<file path="config.mk">
export PLATFORM = sky130hd
export DESIGN_NAME = mult_error_monitor
export DESIGN_NICKNAME = d
export VERILOG_FILES = /design/src/rtl/mult_pkg.sv /design/src/rtl/mult_err_dist.sv /design/src/rtl/mult_error_monitor.sv
export SDC_FILE = /design/constraint.sdc
export NUM_CORES = 1
export LEC_CHECK = 0
export CAP_MARGIN = 20
export CORE_MARGIN = 10
export CORE_UTILIZATION = 50
export CTS_CLUSTER_SIZE = 20
export DETAILED_ROUTE_END_ITERATION = 7
export DONT_BUFFER_PORTS = 1
export SETUP_SLACK_MARGIN = 0.1
export SLEW_MARGIN = 10
export SYNTH_ARGS = -nofsm -noshare
export SYNTH_HDL_FRONTEND = slang
export SYNTH_SLANG_ARGS = --single-unit
</file>
<file path="constraint.sdc">
create_clock -name clk -period 10.9 [get_ports clk]
set_clock_uncertainty 0.1 [all_clocks]
set_input_delay 1.09 -clock clk [delete_from_list [all_inputs] [get_ports clk]]
set_output_delay 1.09 -clock clk [all_outputs]
set_load 0.1 [all_outputs]
</file>
<file path="src/rtl/mult_pkg.sv">
// Shared types and defaults for the multiplier error monitor.
package mult_pkg;

    localparam int unsigned MULT_WIDTH = 16;

    typedef enum logic [1:0] {IDLE, RUN, DRAIN, DONE} mon_state_t;

endpackage

</file>
<file path="src/rtl/mult_err_dist.sv">
// Registered exact product and absolute distance to the approximate product.
module mult_err_dist
    import mult_pkg::*;
#(
    parameter int unsigned WIDTH = MULT_WIDTH
) (
    input  logic                 clk,
    input  logic                 rst_n,
    input  logic                 i_vld,
    input  logic [WIDTH-1:0]     i_a,
    input  logic [WIDTH-1:0]     i_b,
    input  logic [2*WIDTH-1:0]   i_approx,
    output logic                 o_vld,
    output logic [2*WIDTH-1:0]   o_dist
);

    logic [2*WIDTH-1:0] w_exact;
    logic [2*WIDTH-1:0] w_dist;

    assign w_exact = {{WIDTH{1'b0}}, i_a} * {{WIDTH{1'b0}}, i_b};
    assign w_dist  = (w_exact >= i_approx) ? (w_exact - i_approx) : (i_approx - w_exact);

    always_ff @(posedge clk or negedge rst_n) begin
        if (!rst_n) begin
            o_vld  <= 1'b0;
            o_dist <= '0;
        end else begin
            o_vld <= i_vld;
            if (i_vld) begin
                o_dist <= w_dist;
            end
        end
    end

endmodule

</file>
<file path="src/rtl/mult_error_monitor.sv">
// Samples multiplier operands and approximate product, accumulates error statistics per run.
module mult_error_monitor
    import mult_pkg::*;
#(
    parameter int unsigned WIDTH = MULT_WIDTH,
    parameter int unsigned CNT_W = 32,
    parameter int unsigned SUM_W = 48
) (
    input  logic                 clk,
    input  logic                 rst_n,
    input  logic                 start_i,
    input  logic [CNT_W-1:0]     num_samples,
    input  logic                 valid_i,
    output logic                 ready_o,
    input  logic [WIDTH-1:0]     in1,
    input  logic [WIDTH-1:0]     in2,
    input  logic [2*WIDTH-1:0]   approx_prod,
    output logic                 busy_o,
    output logic                 done_o,
    output logic [CNT_W-1:0]     sample_cnt,
    output logic [CNT_W-1:0]     err_cnt,
    output logic [2*WIDTH-1:0]   max_err,
    output logic [SUM_W-1:0]     sum_err
);

    mon_state_t          r_state;
    logic [CNT_W-1:0]    r_n;
    logic                r_s1_vld;
    logic [WIDTH-1:0]    r_a;
    logic [WIDTH-1:0]    r_b;
    logic [2*WIDTH-1:0]  r_approx;

    logic                w_accept;
    logic                w_start;
    logic                w_last;
    logic                w_s2_vld;
    logic [2*WIDTH-1:0]  w_dist;
    logic [SUM_W:0]      w_sum_ext;

    assign w_accept  = valid_i && ready_o;
    assign w_start   = start_i && ((r_state == IDLE) || (r_state == DONE));
    assign w_last    = ((sample_cnt + CNT_W'(1)) == r_n);
    assign w_sum_ext = {1'b0, sum_err} + (SUM_W+1)'(w_dist);

    always_ff @(posedge clk or negedge rst_n) begin
        if (!rst_n) begin
            r_s1_vld <= 1'b0;
            r_a      <= '0;
            r_b      <= '0;
            r_approx <= '0;
        end else begin
            r_s1_vld <= w_accept;
            if (w_accept) begin
                r_a      <= in1;
                r_b      <= in2;
                r_approx <= approx_prod;
            end
        end
    end

    mult_err_dist #(.WIDTH(WIDTH)) u_dist (
        .clk      (clk),
        .rst_n    (rst_n),
        .i_vld    (r_s1_vld),
        .i_a      (r_a),
        .i_b      (r_b),
        .i_approx (r_approx),
        .o_vld    (w_s2_vld),
        .o_dist   (w_dist)
    );

    // ready_o is registered: it drops on the same edge that accepts the N-th sample.
    always_ff @(posedge clk or negedge rst_n) begin
        if (!rst_n) begin
            r_state    <= IDLE;
            r_n        <= '0;
            sample_cnt <= '0;
            ready_o    <= 1'b0;
            busy_o     <= 1'b0;
            done_o     <= 1'b0;
        end else begin
            case (r_state)
                IDLE, DONE: begin
                    if (start_i) begin
                        r_n        <= num_samples;
                        sample_cnt <= '0;
                        if (num_samples == '0) begin
                            r_state <= DONE;
                            done_o  <= 1'b1;
                            busy_o  <= 1'b0;
                            ready_o <= 1'b0;
                        end else begin
                            r_state <= RUN;
                            done_o  <= 1'b0;
                            busy_o  <= 1'b1;
                            ready_o <= 1'b1;
                        end
                    end
                end
                RUN: begin
                    if (w_accept) begin
                        sample_cnt <= sample_cnt + CNT_W'(1);
                        if (w_last) begin
                            r_state <= DRAIN;
                            ready_o <= 1'b0;
                        end
                    end
                end
                DRAIN: begin
                    // Once S1 is empty the last sample sits in S2 and commits on this edge.
                    if (!r_s1_vld) begin
                        r_state <= DONE;
                        busy_o  <= 1'b0;
                        done_o  <= 1'b1;
                    end
                end
                default: r_state <= IDLE;
            endcase
        end
    end

    always_ff @(posedge clk or negedge rst_n) begin
        if (!rst_n) begin
            err_cnt <= '0;
            max_err <= '0;
            sum_err <= '0;
        end else if (w_start) begin
            err_cnt <= '0;
            max_err <= '0;
            sum_err <= '0;
        end else if (w_s2_vld) begin
            if (w_dist != '0) begin
                err_cnt <= err_cnt + CNT_W'(1);
            end
            if (w_dist > max_err) begin
                max_err <= w_dist;
            end
            sum_err <= w_sum_ext[SUM_W] ? '1 : w_sum_ext[SUM_W-1:0];
        end
    end

endmodule
</file>
Word-level counts from Yosys, hierarchy flattened
Index checks and enable logic that the tools add are counted.
- shift operators: 0
- multiply operators: 1
- bitwise operators: 0
- add/subtract/negate cells: 5
- eq/ne operators: 8
- reductions and logical operators: 19
- order comparisons: 2
- divide/modulo/power cells: 0
- multiplexer cells: 30
- operator list (cell ; count):
    32-bit 2-to-1 mux ; 9
    48-bit 2-to-1 mux ; 3
    32-bit by 1-bit adder with 32-bit output (second input constant) ; 2
    32-bit case mux with 2 select lines ; 1
    32-bit subtractor ; 2
    48-bit by 32-bit adder with 49-bit output ; 1
    32-bit equality test ; 1
    32-bit greater-or-equal comparator ; 1
    32-bit greater-than comparator ; 1
    32-bit zero test ; 1
    16-bit by 16-bit multiplier with 32-bit output ; 1
    32-bit nonzero test ; 1
    2-bit 2-to-1 mux ; 5
    2-bit nonzero test ; 5
    1-bit 2-to-1 mux ; 8
    2-bit inequality test (second input constant) ; 4
    4-bit AND reduction ; 2
    1-bit case mux with 2 select lines ; 3
    2-bit case mux with 3 select lines ; 1
    2-bit AND reduction ; 3
    3-bit AND reduction ; 2
    2-bit equality test (second input constant) ; 2
    2-bit by 1-bit equality test with 1-bit output (second input constant) ; 1
    1-bit logical AND ; 2
    3 further kinds ; 3
- bits of input ports: 100
- word-level logic and storage cells: 80
- output and inout port bits: 147
- bits in latches: 0
- ROM bits: 0
- RAM bits: 0
- memories: 0
- register bits: 279

Logic depth before layout (Yosys ltp)
- depth after elaboration: 5
- mapped depth: 39
- depth with buffers taken out: 34

Cells and area by module
From an unflattened synthesis, not the netlist that was laid out.
- cells, all modules: 3180
- area, all modules: 27641.5 µm²
- modules (own cells, without submodules) (module ; cells each ; instances ; sequential area each (µm²) ; area each (µm²)):
    mult_error_monitor ; 1516 ; 1 ; 6155.9 ; 14144.8
    mult_err_dist ; 1664 ; 1 ; 825.8 ; 13496.7

Least setup slack after synthesis
OpenSTA, ideal clock, no wires.
- path kind: register to register
- from: register r_b[1]
- to: register u_dist.o_dist[24]
- data arrival time: 8.416 ns
- setup time: 0.125 ns
- cell stages (with the launch flop): 37
- path slack: 2.259 ns
- clock period less this slack: 8.641 ns
- buffers on the path: 4
- required time: 10.675 ns
- cell sequence: dfrtp_1 clkbuf_1 nand2_1 fa_1 fa_1 fa_1 fa_1 inv_1 fa_1 inv_1 fa_1 inv_1 ha_1 a21o_1 a21o_1 a21o_1 or2_2 and2_1 o21ai_0 nand2b_1 a21oi_1 o21bai_1 xor2_1 ha_1 clkbuf_1 nand2_1 o21ai_1 nor3b_1 o21ai_0 o211ai_1 clkbuf_1 clkbuf_1 nand2_1 o31ai_1 o41ai_1 xor2_1 mux2_2
- word-level cells in the longest chain between the ends: 3
- elaborated cells on any way between the ends: 5
- those cells by class: 2 x add/sub; 1 x mul; 1 x order compare; 1 x mux
- RTL lines (element ; line ; source):
    from (decl) ; mult_error_monitor.sv:30 ; logic [WIDTH-1:0] r_b;
    from (signal assigned) ; mult_error_monitor.sv:55 ; r_b <= in2;
    16-bit by 16-bit multiplier with 32-bit output * ; mult_err_dist.sv:20 ; assign w_exact = {{WIDTH{1'b0}}, i_a} * {{WIDTH{1'b0}}, i_b};
    32-bit subtractor / 32-bit greater-or-equal comparator (equally long branches) ; mult_err_dist.sv:21 ; assign w_dist = (w_exact >= i_approx) ? (w_exact - i_approx) : (i_approx - w_exact);
    32-bit 2-to-1 mux * ; mult_err_dist.sv:21 ;
    to (signal assigned) ; mult_err_dist.sv:30 ; o_dist <= w_dist;
    to (decl) ; mult_err_dist.sv:14 ; output logic [2*WIDTH-1:0] o_dist
Mark *: on every way between the ends. The rest lies on a longest branch, timed or not.
A chain may end at the register's enable or synchronous reset.

Worst setup path after layout
- from: register r_a[7]
- to: register u_dist.o_dist[31]
- word-level cells in the longest chain between the ends: 3
- elaborated cells on any way between the ends: 5
- those cells by class: 2 x add/sub; 1 x mul; 1 x order compare; 1 x mux
- RTL lines (element ; line ; source):
    from (decl) ; mult_error_monitor.sv:29 ; logic [WIDTH-1:0] r_a;
    from (signal assigned) ; mult_error_monitor.sv:54 ; r_a <= in1;
    16-bit by 16-bit multiplier with 32-bit output * ; mult_err_dist.sv:20 ;
    32-bit subtractor / 32-bit greater-or-equal comparator (equally long branches) ; mult_err_dist.sv:21 ;
    32-bit 2-to-1 mux * ; mult_err_dist.sv:21 ;
Marks and branches as above.

==> qor.yml <==
adder_cell_fraction_of_synth_area_pct: 25.5
final_max_slew_viol_count: 0
syn_to_final_growth_pct: 6.94
fin_crit_sh_pct: 91.1
cts_made_buffers: 38
overflow: 0
global_route.usage.total_pct: 24.7
placed_cell_area_mm2: 0.0276
synth-async-reset-ratio_pct: 100
ys_types: 85
drt-vias-per-instance: 5.84
critical-path-max-stage-delay_ns: 0.75
syn-mean-instance-area_um2: 8.59
clock-root-buffer: "sky130_fd_sc_hd__clkbuf_16"
remaining_design_rule_violation_count: 0
yosys.area_share.simple_pct: 18.2
maxCapViolations: 0
timing.slew.headroom_pct: 24.7
final_nets: 3608
cts_post_setup_buffers_inserted: 0
synth_top_area_cell: "sky130_fd_sc_hd__dfrtp_1"
detail-route-antenna-nets: 0
crit_path_top_delay_cell: "sky130_fd_sc_hd__dfrtp_1"
mappedNetlistArea_mm2: 0.0271
routed_met2_length_mm: 37.7
synth.yosys.seq_area_share_pct: 25.8
fmaxAchievable_mhz: 101
worstPathMaxFanout: 28
chipWidth_um: 253
tightestPinTransition_ns: 1.13
wl_per_cell_um: 20.8
worst_hold_path_type: "input pin to asynchronous set/reset pin"
floorplan.die.height_um: 253
fin_cells: 3797
drive_above_1_share_pct: 5.58
synth_commonest_cells: "sky130_fd_sc_hd__nand2_1 (462), sky130_fd_sc_hd__inv_1 (386), sky130_fd_sc_hd__dfrtp_1 (279)"
crit_path_start_kind: "flip-flop"
row_count: 85
finalCriticalPeriod_ns: 9.94
tritoncts_num_sinks: 279
number_of_global_route_vias_before_repair: 22542
grt_first_pass_wirelength_mm: 126
cp-end-kind: "flip-flop"
top_layer: "met4"
detail_route.wirelength.met1_mm: 33.7
drt-total-wl_mm: 79.0
routabilityCongestion: 0.933
place.detailed.hpwl_mm: 59.9
finalHoldViolCount: 0
critical_path_arrival_ns: 10.32
ys.flop_type: "sky130_fd_sc_hd__dfrtp_1"
synthMostInstantiatedCell: "sky130_fd_sc_hd__nand2_1"
synth-xor-area-share_pct: 4.88
coreArea_mm2: 0.0537
initialDrtViolationCount: 1519
setup_viol_count_final: 0
port_buffers: 0
vias: 22182
final_design_area_no_fill_mm2: 0.0290
cell_count_after_synthesis: 3151
place_inst: 3725
antenna_cells: 0
synth_enable_flop_cells: 0
yosys-mux-area-fraction_pct: 3.76
antenna_found_initial: 1
ctsHtreeMaxLevel: 2
resized_after_cts: 0
finalSetupTns_ns: 0
routed-wl-met3_mm: 4.70
cts_tree: "done"
worstSkewPairLatency_ns: 0.57
ff2ff_setup_slack_ns: 0.96
clkTransAtPathRegs_ns: 0.06
synth.area.top_cells: "sky130_fd_sc_hd__dfrtp_1 (26%), sky130_fd_sc_hd__fa_1 (15%), sky130_fd_sc_hd__ha_1 (11%)"
dieArea_mm2: 0.0639
dr.pass1.iters: 5
grt_max_degree: 280
outcome: "finished, final reports clean"
synth_top_family_by_area: "adder cells"
syn-num-nets: 3685
cts_max_path_buffers: 3
grt_setup_unrepaired: "false"
floorplan.initialDensity_pct: 50.4
worst-endpoint-required_ns: 11.28
synth.ff_latch_count: 279
cts_hold_bufs: 0
floorplan.io_pins: 247
worst-setup-path-type: "flip-flop to flip-flop"
complex_gate_fraction_of_the_synthesized_area_pct: 14.4
yosysWarnings: 0
yosysTopAreaCellShare_pct: 25.8
[state kept, by name, indices dropped and copies added (netlist names)]
register	count
err_cnt	32
busy_o	1
r_approx	32
r_state	2
r_b	16
r_s1_vld	1
done_o	1
ready_o	1
r_n	32
u_dist.o_dist	32
r_a	16
sample_cnt	32
sum_err	48
max_err	32
u_dist.o_vld	1
[stage by stage]
step	setup slack, ns	hold slack (ns)	util, %
2_1_floorplan	2.26	0.272	-
3_3_place_gp	1.37	0.381	51.3
3_5_place_dp	1.03	0.382	51.3
4_1_cts	0.992	0.0940	53.8
5_1_grt	0.169	0.0992	53.9
6_report	0.965	0.121	53.9
[worst paths after layout]
check,from,endpoint,cells past startpoint
worst min-delay path,rst_n,sum_err[13],0
min in group clk,r_n[18],r_n[18],2
worst max register to register,r_a[7],u_dist.o_dist[31],33
max in group asynchronous,rst_n,r_s1_vld,0
worst min register to register,r_n[18],r_n[18],2
worst max-delay path,r_a[7],u_dist.o_dist[31],33
[critical path: cells and delay by family (launching register included)]
family | cells | cell delay [ns]
adders and majority gates | 8 | 3.80
and+or+nand+nor | 7 | 1.53
buffers and inverters | 7 | 0.96
DFF | 1 | 0.75
AOI/OAI and AO/OA | 10 | 2.51
xor gates and xnor gates | 1 | 0.19
[kinds of logic (layout without fill, tap and decap cells)]
logic type,after synthesis,count (layout)
fa+ha+maj,434,434
buf+inv,529,479
mux,95,95
simple gates,1039,1039
compound gates,625,625
xor+xnor,150,150
flops,279,279
[final cells by class]
cell class / count / area (µm²)
Multi-Input combinational cell: 2343 / 18100
Clock buffer: 51 / 1090
Timing Repair Buffer: 26 / 243
Tap cell: 696 / 871
Fill cell: 5026 / 24800
Clock inverter: 16 / 216
Inverter: 386 / 1450
Sequential cell: 279 / 6980
[metal layers]
metal	track usage, %	vias to the layer above
met2	40.8	614
met3	4.75	155
met4	9.10	0
met5	0	-
li1	-	10402
met1	31.6	11011
[cells in the final DEF, fill, tap and decap left out, drive strengths merged, types with 62 or more instances in the layout]
cell,count
xnor2,88
nand3,62
and2,134
o21ai,181
inv,387
fa,197
a21oi,154
nand2,463
ha,237
dfrtp,279
nor2,163
a21o,65
xor2,62
Power is not shown: default switching activity piles up to over one toggle a cycle in this logic, so the estimate is an artifact.
